==> config.mk <==
export PLATFORM = sky130hd
export DESIGN_NAME = mux_arb_nway_flat
export DESIGN_NICKNAME = d
export VERILOG_FILES = /design/src/rtl/mux_arb_pkg.sv /design/src/rtl/mux_arb_nway_if.sv /design/src/rtl/rr_arbiter.sv /design/src/rtl/mux_arb_nway.sv /design/src/flat_wrapper.sv
export SDC_FILE = /design/constraint.sdc
export NUM_CORES = 1
export LEC_CHECK = 0
export BUFFER_PORTS_ARGS = -buffer_cell sky130_fd_sc_hd__buf_2
export CAP_MARGIN = 20
export CORE_AREA = 2 2 130 132
export DETAILED_ROUTE_END_ITERATION = 10
export DIE_AREA = 0 0 132 134
export HOLD_SLACK_MARGIN = 0.12
export PLACE_DENSITY = 0.49
export REMOVE_ABC_BUFFERS = 1
export SLEW_MARGIN = 20
export SYNTH_ARGS = -nofsm -noshare
export SYNTH_HDL_FRONTEND = slang
export SYNTH_SLANG_ARGS = --single-unit
export TNS_END_PERCENT = 10
==> constraint.sdc <==
create_clock -name clk -period 1.8 [get_ports clk]
set_input_delay 0.27 -clock clk [delete_from_list [all_inputs] [get_ports clk]]
set_output_delay 0.27 -clock clk [all_outputs]
set_load 0.01 [all_outputs]
==> src/rtl/mux_arb_pkg.sv <==
// Shared arbitration types and helpers: FSM state enum, rotating first-set-bit
// search and a lane-slice macro for flattened multi-lane buses.
`ifndef MUX_ARB_LANE
`define MUX_ARB_LANE(vec, i, w) vec[(i)*(w) +: (w)]
`endif

package mux_arb_pkg;

    localparam int unsigned MAX_NWAY = 16;
    localparam int unsigned MAX_PW   = 4;

    typedef enum logic {
        IDLE = 1'b0,
        BUSY = 1'b1
    } state_e;

    // First set bit at or after (ptr+1) mod n, wrapping; only indices < n are considered.
    function automatic logic [MAX_PW-1:0] rr_first(
        input logic [MAX_NWAY-1:0] req,
        input logic [MAX_PW-1:0]   ptr,
        input int unsigned         n
    );
        logic [MAX_PW-1:0] win;
        logic              found;
        int unsigned       cand;
        win   = '0;
        found = 1'b0;
        for (int unsigned k = 1; k <= MAX_NWAY; k++) begin
            cand = (32'(ptr) + k) % n;
            if ((k <= n) && !found && req[MAX_PW'(cand)]) begin
                win   = MAX_PW'(cand);
                found = 1'b1;
            end
        end
        return win;
    endfunction

endpackage

==> src/rtl/mux_arb_nway_if.sv <==
// Master/slave channel bundle of the N-way arbitrated mux.
interface mux_arb_nway_if #(
    parameter int unsigned NWAY     = 4,
    parameter int unsigned DRIWIDTH = 32,
    parameter int unsigned RSPWIDTH = 32
) ();

    logic [NWAY-1:0]          req;
    logic [NWAY*DRIWIDTH-1:0] driveChan;
    logic [DRIWIDTH-1:0]      driveChanSlave;
    logic [RSPWIDTH-1:0]      respChanSlave;
    logic                     done;
    logic [NWAY*RSPWIDTH-1:0] respChan;
    logic [NWAY-1:0]          grant;
    logic                     busy;
    logic                     timeout;

    // Environment side: masters plus the shared slave.
    modport master (
        output req, driveChan, respChanSlave, done,
        input  driveChanSlave, respChan, grant, busy, timeout
    );

    // Arbiter side.
    modport slave (
        input  req, driveChan, respChanSlave, done,
        output driveChanSlave, respChan, grant, busy, timeout
    );

endinterface

==> src/rtl/rr_arbiter.sv <==
// Combinational round-robin picker: winner is the first requester after ptr, with wrap.
module rr_arbiter
    import mux_arb_pkg::*;
#(
    parameter int unsigned NWAY = 4,
    parameter int unsigned PW   = $clog2(NWAY)
) (
    input  logic [NWAY-1:0] req,
    input  logic [PW-1:0]   ptr,
    output logic [PW-1:0]   winner_c,
    output logic            valid_c
);

    always_comb begin
        winner_c = PW'(rr_first(MAX_NWAY'(req), MAX_PW'(ptr), NWAY));
        valid_c  = |req;
    end

endmodule

==> src/rtl/mux_arb_nway.sv <==
// N-way arbitrated channel mux: round-robin grant held per transaction,
// released by slave done or by the watchdog.
module mux_arb_nway
    import mux_arb_pkg::*;
#(
    parameter int unsigned NWAY     = 4,
    parameter int unsigned DRIWIDTH = 32,
    parameter int unsigned RSPWIDTH = 32,
    parameter int unsigned TIMEOUT  = 255
) (
    input  logic          clk,
    input  logic          rst,
    mux_arb_nway_if.slave bus
);

    localparam int unsigned   PW       = $clog2(NWAY);
    localparam int unsigned   CW       = (TIMEOUT > 0) ? $clog2(TIMEOUT + 1) : 1;
    localparam logic [CW-1:0] CNT_LAST = (TIMEOUT > 0) ? CW'(TIMEOUT - 1) : '0;

    state_e          state_q, state_d;
    logic [NWAY-1:0] grant_q, grant_d;
    logic            busy_q, busy_d;
    logic            timeout_q, timeout_d;
    logic [PW-1:0]   ptr_q, ptr_d;
    logic [PW-1:0]   idx_q, idx_d;
    logic [CW-1:0]   cnt_q, cnt_d;

    logic [PW-1:0]   win_c;
    logic            win_valid_c;

    rr_arbiter #(.NWAY(NWAY), .PW(PW)) u_rr (
        .req      (bus.req),
        .ptr      (ptr_q),
        .winner_c (win_c),
        .valid_c  (win_valid_c)
    );

    always_comb begin
        state_d   = state_q;
        grant_d   = grant_q;
        busy_d    = busy_q;
        timeout_d = 1'b0;
        ptr_d     = ptr_q;
        idx_d     = idx_q;
        cnt_d     = cnt_q;
        case (state_q)
            IDLE: begin
                if (win_valid_c) begin
                    state_d = BUSY;
                    grant_d = NWAY'(1) << win_c;
                    busy_d  = 1'b1;
                    idx_d   = win_c;
                    cnt_d   = '0;
                end
            end
            BUSY: begin
                if (cnt_q != '1) cnt_d = cnt_q + CW'(1);
                // done has priority over a coincident watchdog expiry
                if (bus.done || ((TIMEOUT != 0) && (cnt_q == CNT_LAST))) begin
                    state_d   = IDLE;
                    grant_d   = '0;
                    busy_d    = 1'b0;
                    ptr_d     = idx_q;
                    timeout_d = !bus.done;
                end
            end
            default: state_d = IDLE;
        endcase
    end

    always_ff @(posedge clk) begin
        if (rst) begin
            state_q   <= IDLE;
            grant_q   <= '0;
            busy_q    <= 1'b0;
            timeout_q <= 1'b0;
            ptr_q     <= PW'(NWAY - 1);
            idx_q     <= '0;
            cnt_q     <= '0;
        end else begin
            state_q   <= state_d;
            grant_q   <= grant_d;
            busy_q    <= busy_d;
            timeout_q <= timeout_d;
            ptr_q     <= ptr_d;
            idx_q     <= idx_d;
            cnt_q     <= cnt_d;
        end
    end

    // Lane routing follows the registered one-hot grant; no grant means all zeros.
    logic [DRIWIDTH-1:0]      drv_c;
    logic [NWAY*RSPWIDTH-1:0] rsp_c;

    always_comb begin
        drv_c = '0;
        rsp_c = '0;
        for (int i = 0; i < int'(NWAY); i++) begin
            if (grant_q[i]) begin
                drv_c                              = drv_c | `MUX_ARB_LANE(bus.driveChan, i, DRIWIDTH);
                `MUX_ARB_LANE(rsp_c, i, RSPWIDTH) = bus.respChanSlave;
            end
        end
    end

    assign bus.driveChanSlave = drv_c;
    assign bus.respChan       = rsp_c;
    assign bus.grant          = grant_q;
    assign bus.busy           = busy_q;
    assign bus.timeout        = timeout_q;

endmodule
==> src/flat_wrapper.sv <==
// flat-port wrapper written by rule: the top's interface ports become plain ports
module mux_arb_nway_flat import mux_arb_pkg::*;
#(
    parameter int unsigned NWAY     = 4,
    parameter int unsigned DRIWIDTH = 32,
    parameter int unsigned RSPWIDTH = 32,
    parameter int unsigned TIMEOUT  = 255
)
  (clk, rst, bus_req, bus_driveChan, bus_respChanSlave, bus_done, bus_driveChanSlave, bus_respChan, bus_grant, bus_busy, bus_timeout);
  mux_arb_nway_if #(.NWAY(NWAY), .DRIWIDTH(DRIWIDTH), .RSPWIDTH(RSPWIDTH)) bus_i ();
  input  logic clk;
  input  logic rst;
  input wire logic [$bits(bus_i.req)-1:0] bus_req;
  input wire logic [$bits(bus_i.driveChan)-1:0] bus_driveChan;
  input wire logic [$bits(bus_i.respChanSlave)-1:0] bus_respChanSlave;
  input wire logic [$bits(bus_i.done)-1:0] bus_done;
  output wire logic [$bits(bus_i.driveChanSlave)-1:0] bus_driveChanSlave;
  output wire logic [$bits(bus_i.respChan)-1:0] bus_respChan;
  output wire logic [$bits(bus_i.grant)-1:0] bus_grant;
  output wire logic [$bits(bus_i.busy)-1:0] bus_busy;
  output wire logic [$bits(bus_i.timeout)-1:0] bus_timeout;
  assign bus_i.req = bus_req;
  assign bus_i.driveChan = bus_driveChan;
  assign bus_i.respChanSlave = bus_respChanSlave;
  assign bus_i.done = bus_done;
  assign bus_driveChanSlave = bus_i.driveChanSlave;
  assign bus_respChan = bus_i.respChan;
  assign bus_grant = bus_i.grant;
  assign bus_busy = bus_i.busy;
  assign bus_timeout = bus_i.timeout;
  mux_arb_nway #(.NWAY(NWAY), .DRIWIDTH(DRIWIDTH), .RSPWIDTH(RSPWIDTH), .TIMEOUT(TIMEOUT)) u_core (.clk(clk), .rst(rst), .bus(bus_i));
endmodule
Word-level counts from Yosys, hierarchy flattened
Index checks and enable logic that the tools add are counted.

Muxes and demuxes: 35. Bitwise logic cells: 5. Add/sub/neg operators: 5. Shift operators: 1. Equality and inequality tests: 5. Magnitude comparators: 4. Reductions and logical operators: 14.

Operators with widths (number): $mux W32 (8); $or A32 B32 Y32 (3); $lt A2 B5 Y1 const B (4); $mux W8 (2); $pmux W8 S2 (1); $mux W1 (11); $add A8 B1 Y8 const B (1); $bmux W1 S2 (4); $eq A8 B8 Y1 const B (1); $mux W2 (4); $mux W4 (2); $ne A8 B8 Y1 const B (1); $pmux W4 S2 (1); $reduce_and A2 Y1 (4); $ne A2 B2 Y1 const B (3); $add A2 B1 Y2 const B (2); $add A2 B2 Y2 const B (2); $logic_not A1 Y1 (4); $pmux W1 S2 (2); $reduce_or A4 Y1 (1); $shl A1 B2 Y4 const A (1); $logic_and A1 B1 Y1 (3); $reduce_or A3 Y1 (1); $not A1 Y1 (2); $logic_or A1 B1 Y1 (1).

Output and inout bits: 166. Input bits: 167. Register bits: 19. Logic and storage cells: 76.

Depth between registers and ports, before layout
Word-level depth: 16. Mapped depth: 6. Depth with buffers taken out: 6.

Hierarchy
From an unflattened synthesis, not the netlist that was laid out.

Cell total of the unflattened synthesis: 362. Area total of the unflattened synthesis: 2478.6 um2.

Modules (own cells, without submodules): mux_arb_nway (instances 1, area an instance 2397.3 um2, seq. area each 380.4 um2, cells an instance 348); rr_arbiter (instances 1, area an instance 81.3 um2, seq. area each 0.0 um2, cells an instance 14).

Worst setup path before layout
Ideal clock, no wire load.

Path type: flip-flop to output port. Start: register u_core.grant_q[2], in the netlist u_core.bus.grant[2]. End: output port bus_driveChanSlave[14]. Buffers on the path: 2. Cell stages (with the launch flop): 5. Path slack: 0.349 ns. Data required time: 1.530 ns. Arrival time: 1.181 ns. Path through: dfxtp_1 clkbuf_1 clkbuf_1 a22oi_1 nand2_1.

Cells in the longest elaborated chain, start to end: 3.

RTL lines: from (decl) (RTL line mux_arb_nway.sv:21) `logic [NWAY-1:0] grant_q, grant_d;`; from (signal assigned) (RTL line mux_arb_nway.sv:82) `grant_q <= grant_d;`; $mux W32 * (RTL line mux_arb_nway.sv:99) `if (grant_q[i]) begin`; $or A32 B32 Y32 (no source line); $mux W32 * (RTL line mux_arb_nway.sv:99); to (decl) (RTL line flat_wrapper.sv:17) `output wire logic [$bits(bus_i.driveChanSlave)-1:0] bus_driveChanSlave;`.

Every way passes the cells marked *; elsewhere a longest branch is shown, timed or not.

Final worst setup path
Start: register u_core.grant_q[2], in the netlist u_core.bus.grant[2]. End: output port bus_respChan[82].

Cells in the longest elaborated chain, start to end: 1.

RTL lines: $mux W32 (RTL line mux_arb_nway.sv:99); to (decl) (RTL line flat_wrapper.sv:18) `output wire logic [$bits(bus_i.respChan)-1:0] bus_respChan;`.

Every way passes these cells.

==> out/results.tsv <==
metric	value	unit
register bit total from synthesis	19	
VDD IR max	0.432	mV
clk sink count	19	
TritonCTS Buffers	3	
post-route cell area	4550	sq um
hpwl dp	11.6	mm
FFs w/ async S/R, synth	0	%
PortBufs	332	
Synth Area in Simple Gates	51.1	%
Iter 0 DRT Violations	177	
first-pass GRT wire length	20.5	mm
TritonRoute pass-1 iters	4	
average size of a mapped cell	6.81	sq um
clock skew	0.00428	ns
Worst-path clk slew	0.06	ns
final core utilization	27.9	%
worst hold-check path type	input port to flop	
Total GRT Usage	14.7	%
M3 GR Usage	6.58	%
final WL	14.4	mm
Final min period	1.67	ns
Hold Path Stages	2	
final hold vios	0	
die area	17700	sq um
antenna violations before repair	1	
Reg-to-Reg Start	u_core.cnt_q[1]	
Critical Path Start	u_core.bus.grant[2]	
Rel. slew slack	68.3	%
data arrival time of the worst path	1.40	ns
WL/cell	15.9	microns
total grt overflow	0	
status	complete, no violations	
Synth Area in Compound Gates	26.1	%
ratio of cells with drive above 1 in the final layout	52.6	%
Final setup violation count	0	
Worst-Margin Slew	0.470	ns
proportion of synthesized area in mux cells	0.845	%
die height	134	microns
site row count	47	
Mapped Area	2520	sq um
PD cells	418	nW/um^2
post-route clock period utilization	92.5	%
starting density of the core	15.5	%
critical setup path kind	flop to output port	
CP max FO	21	
insertion delay to the later sink of the worst-skew pair	0.25	ns
Routed Antenna Nets	0	
FMAX	600	MHz
fin cells	904	
IO Pins	333	
final-layout fill cell count	1847	
M1 GR Usage	19.2	%
Post-CTS Setup Bufs	0	
Syn. warnings	0	
area grow syn2layout	80.7	%
RePlAce Congestion	0.835	
required time of the critical path	1.53	ns
Mapped Cells	370	
dpl cells	899	
startpoint type of the worst setup path	flop	
GRT met2 Usage	23.2	%
global route hottest layer	met2	
fin nets	853	
Post-synth EDFFs	0	
RSZ-0062 raised after global routing	no	
clk root buf	clkbuf_16	
Slew Limit Fails	0	
vias in the first global route	3390	
crit path capture type	output port	
hold_buf cts	0	
placed cell area	4470	sq um
most frequent cells in the layout	buf_2 (332), and2_1 (129), a22oi_1 (64), nand2_1 (41), dfxtp_1 (15)	
commonest non-fill, non-tap cell in the layout	buf_2	
H-tree depth	1	
MaxCap Viol Count	0	
post-CTS sizing	0	
Core Box Area	16300	sq um
Avg Vias per Cell	4.25	
R2R cell count	5	
XOR/XNOR share of the synthesized area	0.695	%
DRC viols	0	
worst hold path startpoint	bus_done	
CTS max path bufs	2	
register area share after synthesis	15.1	%
CTS tree	built	
Die X	132	microns
Leak	0.00263	uW
Synth cell types	45	
largest net degree at the start of global routing	67	
largest family of logic cells by synthesized area	simple AND/OR/NAND/NOR gates	
Adder-Cell Fraction of Synth Area	0.994	%
top_reg_cell synth	dfxtp_1	
Vias	3844	
==> worst max-delay path: stages (launching register included) <==
cell and delay (ns):
dfxtp_2 0.50, buf_4 0.30, and2_1 0.17, buf_2 0.17
==> where the power goes <==
| group | internal [uW] | total, uW | switching, uW | leakage [uW] |
|---|---|---|---|---|
| sequential | 442 | 470 | 27.8 | 0.000157 |
| combinational | 449 | 975 | 525 | 0.00243 |
| clock | 298 | 456 | 159 | 0.0000409 |
| total | 1190 | 1900 | 712 | 0.00263 |
==> per-layer routing <==
metal | share of wire [%] | vias up
met2 | 45 | 182
met3 | 12 | 4
li1 | - | 1926
met1 | 43 | 1732
met4 | 0.26 | 0
met5 | 0 | -
==> through the flow <==
stage	hold slack (ns)	setup TNS [ns]	power (uW)	worst slack (ns)
finish	0.221	0	1900	0.135
global route	0.228	0	2030	0.0166
CTS	0.215	0	1920	0.112
detailed placement	0.455	0	1460	0.218
global placement	0.452	0	1470	0.182
floorplan	0.339	-0.329	887	-0.0214
==> synthesized netlist by cell type, types with 3 or more instances <==
cell type	n	area share, %
and2_1	129	32
a22oi_1	64	19
nand2_1	41	6.1
clkbuf_1	29	4.3
dfxtp_1	19	15
a21oi_1	8	1.6
nand3_1	8	1.6
nor2_1	8	1.2
nand2b_1	6	1.5
nand3b_1	4	1.2
nand4_1	4	0.99
nor3_1	4	0.79
o21ai_0	4	0.79
or2_2	3	0.75
==> sequential cells by signal, summed over array words and instances (netlist names) <==
signal / flops
u_core.bus.busy: 1
u_core.bus.grant: 4
u_core.cnt_q: 8
u_core.idx_q: 2
u_core.state_q: 1
u_core.ptr_q: 2
u_core.bus.timeout: 1
==> path summary, 6_finish.rpt <==
| path | end | slack [ns] |
|---|---|---|
| max | bus_respChan[82] | 0.13 |
| min reg2reg | u_core.idx_q[1] | 0.46 |
| max reg2reg | u_core.cnt_q[5] | 0.24 |
| min | u_core.bus.timeout | 0.22 |
==> cells by family after synthesis <==
kind of cell | count (synthesis)
simple gates | 222
flops | 19
fa+ha+maj | 2
xor+xnor | 2
compound gates | 89
buf+inv | 34
mux | 2
==> area by class of cell <==
cell class | instances | area (sq um) | share of cell area (%)
antenna | 1 | 2.50 | 0.0550
clock buffer | 3 | 75.1 | 1.65
clock inverter | 1 | 5.00 | 0.110
inverter | 2 | 7.51 | 0.165
multi-input combinational | 317 | 2010 | 44.1
sequential | 19 | 385 | 8.47
tap | 220 | 275 | 6.05
timing repair buffer | 341 | 1790 | 39.4
Power figures use the tool's default switching activity.
